**config.mk**
```make
export PLATFORM = sky130hd
export DESIGN_NAME = wb_arbiter
export DESIGN_NICKNAME = d
export VERILOG_FILES = /design/src/rtl/wb_arbiter.sv
export SDC_FILE = /design/constraint.sdc
export NUM_CORES = 1
export LEC_CHECK = 0
export CAP_MARGIN = 40
export CORE_MARGIN = 2
export CORE_UTILIZATION = 56
export CTS_CLUSTER_DIAMETER = 120
export DETAILED_ROUTE_END_ITERATION = 16
export PLACE_DENSITY = 0.79
export RECOVER_POWER = 50
export SKIP_LAST_GASP = 1
export SLEW_MARGIN = 20
export SYNTH_ARGS = -nofsm -noshare
export SYNTH_HDL_FRONTEND = slang
export SYNTH_SLANG_ARGS = --single-unit
```
**constraint.sdc**
```tcl
create_clock -name clk -period 6.65 [get_ports clk]
set_clock_uncertainty 0.2 [all_clocks]
set_input_delay 1.33 -clock clk [delete_from_list [all_inputs] [get_ports clk]]
set_output_delay 1.33 -clock clk [all_outputs]
set_load 0.02 [all_outputs]
```
**src/rtl/wb_arbiter.sv**
```systemverilog
// Writeback arbiter: per-source result FIFOs feeding the register file write ports
// through a round-robin grant stage and a registered output stage.

package reg_pkg;
    localparam int unsigned WORD_SIZE     = 32;
    localparam int unsigned NUM_PHYS_REGS = 64;
    localparam int unsigned IW            = $clog2(NUM_PHYS_REGS);

    typedef struct packed {
        logic                 en;
        logic [IW-1:0]        index_in;
        logic [WORD_SIZE-1:0] data_in;
    } RegFileWritePort;
endpackage

module wb_arbiter #(
    parameter int unsigned WORD_SIZE       = reg_pkg::WORD_SIZE,
    parameter int unsigned NUM_PHYS_REGS   = reg_pkg::NUM_PHYS_REGS,
    parameter int unsigned NUM_SOURCES     = 4,
    parameter int unsigned NUM_WRITE_PORTS = 2,
    parameter int unsigned FIFO_DEPTH      = 2,
    localparam int unsigned IW             = $clog2(NUM_PHYS_REGS)
) (
    input  logic                                          clk,
    input  logic                                          rst,
    input  logic [NUM_SOURCES-1:0]                        src_valid,
    output logic [NUM_SOURCES-1:0]                        src_ready,
    input  logic [IW-1:0]                                 src_index [NUM_SOURCES],
    input  logic [WORD_SIZE-1:0]                          src_data  [NUM_SOURCES],
    output reg_pkg::RegFileWritePort [NUM_WRITE_PORTS-1:0] write_ports
);

    localparam int unsigned PW = (FIFO_DEPTH > 1) ? $clog2(FIFO_DEPTH) : 1;
    localparam int unsigned CW = $clog2(FIFO_DEPTH) + 1;
    localparam int unsigned SW = (NUM_SOURCES > 1) ? $clog2(NUM_SOURCES) : 1;

    logic [IW-1:0]        idx_mem  [NUM_SOURCES][FIFO_DEPTH];
    logic [WORD_SIZE-1:0] data_mem [NUM_SOURCES][FIFO_DEPTH];
    logic [PW-1:0]        head     [NUM_SOURCES];
    logic [PW-1:0]        tail     [NUM_SOURCES];
    logic [CW-1:0]        count    [NUM_SOURCES];
    logic [SW-1:0]        rr_ptr;

    logic [SW-1:0]        rr_next;
    logic [NUM_SOURCES-1:0] push;
    logic [NUM_SOURCES-1:0] grant;
    logic [NUM_WRITE_PORTS-1:0] port_valid;
    logic [SW-1:0]        port_src   [NUM_WRITE_PORTS];
    logic [IW-1:0]        head_index [NUM_SOURCES];
    logic [WORD_SIZE-1:0] head_data  [NUM_SOURCES];

    function automatic logic [PW-1:0] ptr_inc(input logic [PW-1:0] p);
        return (p == PW'(FIFO_DEPTH - 1)) ? '0 : p + PW'(1);
    endfunction

    // Ready is a pure function of occupancy, so a full FIFO never passes through.
    always_comb begin
        for (int unsigned s = 0; s < NUM_SOURCES; s++) begin
            src_ready[s]  = (count[s] < CW'(FIFO_DEPTH)) && !rst;
            push[s]       = src_valid[s] && src_ready[s];
            head_index[s] = idx_mem[s][head[s]];
            head_data[s]  = data_mem[s][head[s]];
        end
    end

    // Round-robin scan from rr_ptr; the k-th non-empty source lands on port k.
    always_comb begin
        int unsigned n;
        int unsigned s;
        grant      = '0;
        port_valid = '0;
        rr_next    = rr_ptr;
        n          = 0;
        s          = 0;
        for (int unsigned p = 0; p < NUM_WRITE_PORTS; p++) begin
            port_src[p] = '0;
        end
        for (int unsigned k = 0; k < NUM_SOURCES; k++) begin
            s = 32'(rr_ptr) + k;
            if (s >= NUM_SOURCES) begin
                s = s - NUM_SOURCES;
            end
            if ((count[s] != '0) && (n < NUM_WRITE_PORTS)) begin
                grant[s]      = 1'b1;
                port_valid[n] = 1'b1;
                port_src[n]   = SW'(s);
                rr_next       = (s == NUM_SOURCES - 1) ? '0 : SW'(s + 1);
                n             = n + 1;
            end
        end
    end

    // FIFO bookkeeping and round-robin pointer.
    always_ff @(posedge clk) begin
        if (rst) begin
            rr_ptr <= '0;
            for (int unsigned s = 0; s < NUM_SOURCES; s++) begin
                count[s] <= '0;
                head[s]  <= '0;
                tail[s]  <= '0;
            end
        end else begin
            rr_ptr <= rr_next;
            for (int unsigned s = 0; s < NUM_SOURCES; s++) begin
                if (push[s]) begin
                    tail[s] <= ptr_inc(tail[s]);
                end
                if (grant[s]) begin
                    head[s] <= ptr_inc(head[s]);
                end
                if (push[s] && !grant[s]) begin
                    count[s] <= count[s] + CW'(1);
                end else if (!push[s] && grant[s]) begin
                    count[s] <= count[s] - CW'(1);
                end
            end
        end
    end

    // Storage needs no reset: only entries counted as valid are ever read out.
    always_ff @(posedge clk) begin
        for (int unsigned s = 0; s < NUM_SOURCES; s++) begin
            if (push[s]) begin
                idx_mem[s][tail[s]]  <= src_index[s];
                data_mem[s][tail[s]] <= src_data[s];
            end
        end
    end

    // Registered write-port stage; idle ports are driven to all zeros.
    always_ff @(posedge clk) begin
        for (int unsigned p = 0; p < NUM_WRITE_PORTS; p++) begin
            if (rst || !port_valid[p]) begin
                write_ports[p] <= '0;
            end else begin
                write_ports[p].en       <= 1'b1;
                write_ports[p].index_in <= head_index[port_src[p]];
                write_ports[p].data_in  <= head_data[port_src[p]];
            end
        end
    end

endmodule

```
Yosys cells after proc, flatten, opt, wreduce, memory -nomap -nowiden
Memory sizes are Yosys's and may differ from the RTL's.
Index checks and enable logic that the tools add are counted.
W data, S select, Z words.

word-level totals
  output and inout bits = 82
  bits of input ports = 158
  memories kept = 5
  bits in writable memories = 320
  bits in registers = 80
  logic and storage cells = 366

cells by class
  order comparisons = 45
  reduce and logical (&&, ||, !) cells = 51
  multiplexer cells = 190
  add/subtract/negate cells = 29
  bitwise logic cells = 35
  equality and inequality tests = 4

memory list
  memory    words  width  read ports  clocked after Yosys merged registers in  wr ports  RTL line  text
  data_mem  4      64     4           0                                        4         38        logic [WORD_SIZE-1:0] data_mem [NUM_SOURCES][FIFO_DEPTH];
  idx_mem   4      12     4           0                                        4         37        logic [IW-1:0] idx_mem [NUM_SOURCES][FIFO_DEPTH];
  count     4      2      8           0                                        4         41        logic [CW-1:0] count [NUM_SOURCES];
  head      4      1      4           0                                        4         39        logic [PW-1:0] head [NUM_SOURCES];
  tail      4      1      4           0                                        4         40        logic [PW-1:0] tail [NUM_SOURCES];

operators by type and width
  cell                     count
  $mux W32                 26
  $mux W64                 4
  $ge A32 B1 Y1 const B    7
  $lt A32 B2 Y1 const B    6
  $bmux W32 S2             2
  $demux W32 S1            4
  $eq A32 B2 Y1 const B    4
  $lt A32 B3 Y1 const B    4
  $mux W6                  20
  $ge A33 B2 Y1 const B    3
  $lt A33 B1 Y1 const B    3
  $not A32 Y33             3
  $mux W1                  79
  $mux W39                 2
  $add A32 B1 Y32 const B  2
  $mux W12                 4
  $mux W2                  23
  $logic_and A1 B1 Y1      33
  $mux W4                  7
  $bmux W6 S2              2
  $demux W6 S1             4
  $add A2 B1 Y2 const B    8
  $ge A2 B2 Y1 const B     8
  $not A1 Y2               8
  23 further kinds         88

Longest topological paths before layout
Gate-level depths: netlist (run 1).
An unclocked memory read counts as a cell.

  word-level depth = 23
  mapped depth = 21
  depth with buffers taken out = 13

Least setup slack after synthesis (run 1)
OpenSTA, ideal clock, no wires.

  path type = flip-flop to flip-flop
  start = register rr_ptr[0]
  end = register write_ports[23] in the netlist's numbering
  data required time = 6.323 ns
  clock period less this slack = 5.359 ns
  buffers on the path = 6
  setup slack = 1.291 ns
  cell stages (with the launch flop) = 20
  data arrival time = 5.032 ns
  library setup time = 0.127 ns
  path through = dfxtp_1 buf_2 clkinv_1 clkbuf_1 clkbuf_1 ha_1 buf_2 mux4_2 buf_2 ha_1 or2_2 clkinv_1 fa_1 or2_2 a2111oi_0 a31o_2 clkbuf_1 a22oi_1 o311ai_0 a21oi_1

on the way
  longest elaborated chain between the ends = 22
  elaborated cells on any way between the ends = 84
  classes of those cells = add/sub (9); order compare (19); mux (33); bitwise (7); reduce/logical (15); memory (1)

ends and longest elaborated chain
  element                                        RTL line  text
  start, declared                                42        logic [SW-1:0] rr_ptr;
  start signal, assigned                         103       rr_ptr <= rr_next;
  $sub A2 B3 Y4 or $ge A2 B3 Y1 (tied branches)  81, 80
  $mux W32                                       80        if (s >= NUM_SOURCES) begin
  $mem_v2 Z4 W2                                  -
  $reduce_bool A2 Y1                             83        if ((count[s] != '0) && (n < NUM_WRITE_PORTS)) begin
  $mux W1                                        83
  $lt A32 B2 Y1                                  83, 85
  $logic_and A1 B1 Y1                            83
  $mux W32                                       83
  [5 not listed]                                 -
  $logic_and A1 B1 Y1 (not written as such)      86        port_src[n] = SW'(s);
  $mux W2 (not written as such)                  86
  $demux W2 S1                                   86
  $bwmux W4                                      86
  $mux W4                                        83
  $not A2 Y3 (not written as such)               138       write_ports[p].data_in <= head_data[port_src[p]];
  $bmux W32 S2                                   138
  $mux W32 (not written as such) (2 in series)   138
  end, declared                                  30        output reg_pkg::RegFileWritePort [NUM_WRITE_PORTS-1:0] write_ports

Several ways; a longest one is shown, not always the timed one. The select of a mux whose other input is x is not followed.
A chain may end at the register's enable or synchronous reset.

Worst setup path after layout (run 1)
  start = register rr_ptr[1]
  end = register write_ports[7] in the netlist's numbering

The elaborated chain is that of the path after synthesis.

==> impl_metrics.toml, run 1 <==
[logic_synthesis]
syn-num-nets = 1608
synth-seq-cells = 400
synth_warnings = 0
synth_compound_area_share_pct = 10.16
ys_top_cells_by_area = "edfxtp_1 53%, dfxtp_1 8.8%, mux2_2 6.8%"
synth_top_area_share_pct = 52.51
syn_area_mm2 = 0.01830
synthCells = 1438
synth_top_family_by_area = "multiplexers"
synth-simple-area-share_pct = 9.175
synth_edf_count = 320
synth-xor-area-share_pct = 0.1914
synthMuxAreaShare_pct = 14.36
synthAdderAreaFrac_pct = 0.8614
seq_area_frac_synth_pct = 61.26
post-synth-top-area-cell = "edfxtp_1"
synthArstFlopShare_pct = 0
ys.flop_type = "edfxtp_1"
ys_types = 65
synth_area_per_cell_um2 = 12.73

[timing]
whs_ps = 381.8
fin_setup_tns_ps = 0
finalSetupViolations = 0
rsz0062_at_grt = "false"
period_needed_ps = 5443
drv_slew = 30
slew-limit-headroom_pct = -21.64
finalCritPeriodShare_pct = 81.85
worstMarginPinSlew_ps = 1825
hold_violations = 0
timing.fmax_mhz = 183.7

[final_layout]
syn2layout_area_growth_pct = 23.27
final_util_pct = 69.69
drive_gt1_share_pct = 14.06
final_cell_mix = "320 x edfxtp_1, 209 x dlygate4sd3_1, 116 x mux2i_1"
final_common_cell = "edfxtp_1"
fin_area_mm2 = 0.02256
num_antenna_cells = 0
nets = 1823

[route]
drt_iter0_drc = 1304
wl_per_cell_um = 24.61
wl_met3_um = 3362
met1Wirelength_um = 19300
vias = 13170
via_per_inst = 6.190
dr.pass1.iters = 11
wl_met2_um = 26770
drcViolationCount = 0
finalWirelength_um = 52370
antenna_left = 0
dr.max_layer_used = "met4"

[placement]
hpwl_um = 36480
place.gp.congestion = 0.9403
portBuffers = 239
dpl_cell_area_mm2 = 0.02118

[global_routing]
overflow = 0
antenna_found_initial = 0
grt_pass1_wl_um = 77410
grt_pass1_vias = 13250
grt_use_total_pct = 30.50
grt_max_degree = 81

[clock_tree]
insertion_delay_ps = 540
cts_resized = 0
cts_root_buffer = "clkbuf_16"
cts_tree = "done"
cts_sinks = 400
numCtsBuffers = 42
htree_levels = 2
cts_setup_buffers = 0
path_clk_slew_ps = 60
cts_hold_buf = 0
cts.path.max_buffers = 3

[worst_setup_path]
start_kind = "register"
arrival_ps = 5700
cp-startpoint = "rr_ptr[1]$_SDFFE_PP0P_"
crit_path_end = "write_ports[7]$_SDFF_PN0_"
reg2reg_slack_ps = 1210
worst-r2r-cell-count = 16
end_kind = "register"
crit_type = "reg -> reg"
crit_fanout = 40
timing.rr.start = "rr_ptr[1]$_SDFFE_PP0P_"
r2r_end = "write_ports[7]$_SDFF_PN0_"
worstPathRequired_ps = 6910

[status]
violations = "max-capacitance violations, max-slew violations"
status = "finished, violations left"

[floorplanning]
die_area_mm2 = 0.03414
start_util_pct = 56.54
die_y_um = 184.8
die_w_um = 184.8
core-area_mm2 = 0.03237
core.rowCount = 66
io_pins = 240

[job]
cap_violations = 1

[min_path]
hold_path_class = "reg -> reg"
## kinds of logic after synthesis
group,Yosys count
DFF,400
and+or+nand+nor,352
AOI/OAI and AO/OA,252
muxes,240
buffers and inverters,178
adders and majority gates,12
xor gates and xnor gates,4
## how the worst min path moves through the flow
stage,start,end,slack (ps),cells past startpoint
5_1_grt,tail[3]$_DFFE_PP_,tail[3]$_DFFE_PP_,400,1
6_report,tail[3]$_DFFE_PP_,tail[3]$_DFFE_PP_,380,1
4_1_cts,tail[0]$_SDFFCE_PP0P_,tail[0]$_SDFFCE_PP0P_,410,1
2_1_floorplan,tail[2]$_SDFFCE_PP0P_,tail[2]$_SDFFCE_PP0P_,340,1
3_3_place_gp,tail[0]$_SDFFCE_PP0P_,tail[0]$_SDFFCE_PP0P_,390,1
3_5_place_dp,tail[0]$_SDFFCE_PP0P_,tail[0]$_SDFFCE_PP0P_,410,1
## sequential cells by signal, indices dropped and copies added (netlist names)
signal	flops
count	8
data_mem	256
head	4
idx_mem	48
rr_ptr	2
tail	4
write_ports	78
## metal layers
layer | track usage [%] | vias up
met5 | 0 | -
met4 | 16.10 | 0
met3 | 3.932 | 152
met2 | 54.40 | 686
met1 | 36.02 | 6410
li1 | - | 5924
## worst max-delay path, stage by stage (launching register included)
cell      delay, ps
dfxtp_1         310
buf_4           190
inv_2           100
ha_1            280
buf_4           220
mux4_2          540
ha_1            260
or2_2           360
clkinv_1        200
fa_1            510
or2_2           340
nor2_2          630
o31ai_4         110
buf_4           290
a222oi_1        480
nand2_1         120
a21oi_1         200
## stage by stage
step / instances / worst slack (ps)
after global placement: 2043 / 1397
after detailed placement: 2048 / 1318
after CTS: 2125 / 1313
after floorplan: 1438 / 1291
after global routing: 2128 / 977.8
final: 2128 / 1207
## Yosys cell counts (11+ instances only)
cell,instances
edfxtp_1,320
mux2i_1,116
mux2_2,111
nand2_1,109
dfxtp_1,80
nor2_1,77
inv_1,71
a21oi_1,53
clkbuf_1,53
nor3_1,47
o21ai_0,44
a222oi_1,43
buf_2,39
and3_1,37
o2111ai_1,37
o32ai_1,35
and2_1,33
nand3_1,14
ha_1,11
## area by class of cell
cell class	instances	area (um2)
sequential	400	11210
fill	2296	9811
multi-input combinational	860	6422
timing repair buffer	275	2745
clock buffer	55	1121
tap	442	553.0
inverter	74	277.8
clock inverter	22	230.2
Power of run 1 is left out: the tool's default activity adds up to more than one toggle a clock period on the data nets, which glitch-free logic cannot reach.
==> run 2, diff against run 1 <==
CORE_UTILIZATION = 50   (was 56)
PLACE_DENSITY = 0.74   (was 0.79)
clock period = 4.75 ns   (was 6.65 ns; I/O delays follow)
==> impl_metrics.toml, run 2 (synthesis gave the netlist of run 1 again) <==
[clock_tree]
path_clk_slew_ps = 60
cts_root_buffer = "clkbuf_16"
cts_sinks = 400
cts_tree = "done"
cts.path.max_buffers = 3
htree_levels = 2
numCtsBuffers = 42
cts_hold_buf = 0
insertion_delay_ps = 580

[global_routing]
overflow = 0
grt_max_degree = 56
grt_pass1_vias = 13250
antenna_found_initial = 2
grt_use_total_pct = 28.44
grt_pass1_wl_um = 80340

[timing]
worstMarginPinSlew_ps = 1871
whs_ps = 395.3
hold_violations = 0
slew-limit-headroom_pct = -24.74
rsz0062_at_grt = "false"
period_needed_ps = 4547
finalCritPeriodShare_pct = 95.73
drv_slew = 63
fin_setup_tns_ps = 0
timing.fmax_mhz = 219.9
finalSetupViolations = 0

[route]
via_per_inst = 6.034
dr.pass1.iters = 9
vias = 13120
wl_per_cell_um = 25.03
drcViolationCount = 0
antenna_left = 0
finalWirelength_um = 54410
drt_iter0_drc = 1366

[worst_setup_path]
worstPathRequired_ps = 4970
arrival_ps = 4760
crit_type = "reg -> reg"
crit_fanout = 10
reg2reg_slack_ps = 200
end_kind = "register"
start_kind = "register"

[final_layout]
largest_reg_flops = 256
final_common_cell = "edfxtp_1"
syn2layout_area_growth_pct = 24.48
n_fill_cell = 2829
nets = 1843
drive_gt1_share_pct = 15.07
final_util_pct = 62.67
final_cell_mix = "320 x edfxtp_1, 153 x dlygate4sd3_1, 116 x mux2i_1"

[floorplanning]
die_y_um = 195.3
core-area_mm2 = 0.03635
io_pins = 240
die_w_um = 195.3
core.rowCount = 70
die_area_mm2 = 0.03815
start_util_pct = 50.35

[min_path]
hold_path_class = "reg -> reg"

[placement]
place.gp.congestion = 0.9737
hpwl_um = 38430
portBuffers = 239

[job]
cap_violations = 2

[status]
status = "finished, violations left"
violations = "max-capacitance violations, max-slew violations"
-- run 2: area by class of cell --
type	instances	area [um2]	area share (%)
flip-flops and latches	400	11210	49.22
multi-input cells	860	6461	28.36
repair buffers	295	2933	12.87
clock buffers	56	1114	4.888
well taps	468	585.6	2.570
inverters	74	284.0	1.247
clock inverters	20	188.9	0.8294
diodes	1	2.502	0.01098
-- run 2: final timing paths --
kind                                      to  cells after the start                   start
hold reg to reg        tail[2]$_SDFFCE_PP0P_                      1   tail[2]$_SDFFCE_PP0P_
hold / removal         tail[2]$_SDFFCE_PP0P_                      1   tail[2]$_SDFFCE_PP0P_
setup reg to reg  write_ports[73]$_SDFF_PN0_                     14  rr_ptr[0]$_SDFFE_PP0P_
setup / recovery  write_ports[73]$_SDFF_PN0_                     14  rr_ptr[0]$_SDFFE_PP0P_
-- run 2: timing repair --
item                       CTS  global route
gates resized for setup      0             1
setup endpoints to repair    0             3
setup buffers                0             5
-- run 2: worst max-delay path, cell delays in order, from the launching register on --
cell	delay, ps
dfxtp_2	330
clkinv_2	150
ha_1	370
mux4_2	370
ha_1	220
or2_4	180
clkinv_4	100
fa_2	590
nor2b_1	370
nand2_1	160
o21a_1	160
o21ai_4	300
buf_12	190
mux2i_1	470
o32ai_1	220
-- run 2: through the flow --
step                setup slack [ps]  area (um2)  instances
finish                         202.9       22780       2174
global route                   26.39       22780       2174
CTS                            190.5       22760       2167
detailed placement             221.7       21460       2091
global placement               231.8       21400       2088
floorplan                      5.982       18390       1438
-- run 2: per-layer routing --
metal	part of all wire [%]	global-route usage, %
met1	37	33.54
met2	52	50.52
met3	5.6	4.076
met4	5.2	14.96
met5	0.024	0
Power of run 2 is left out for the same reason.
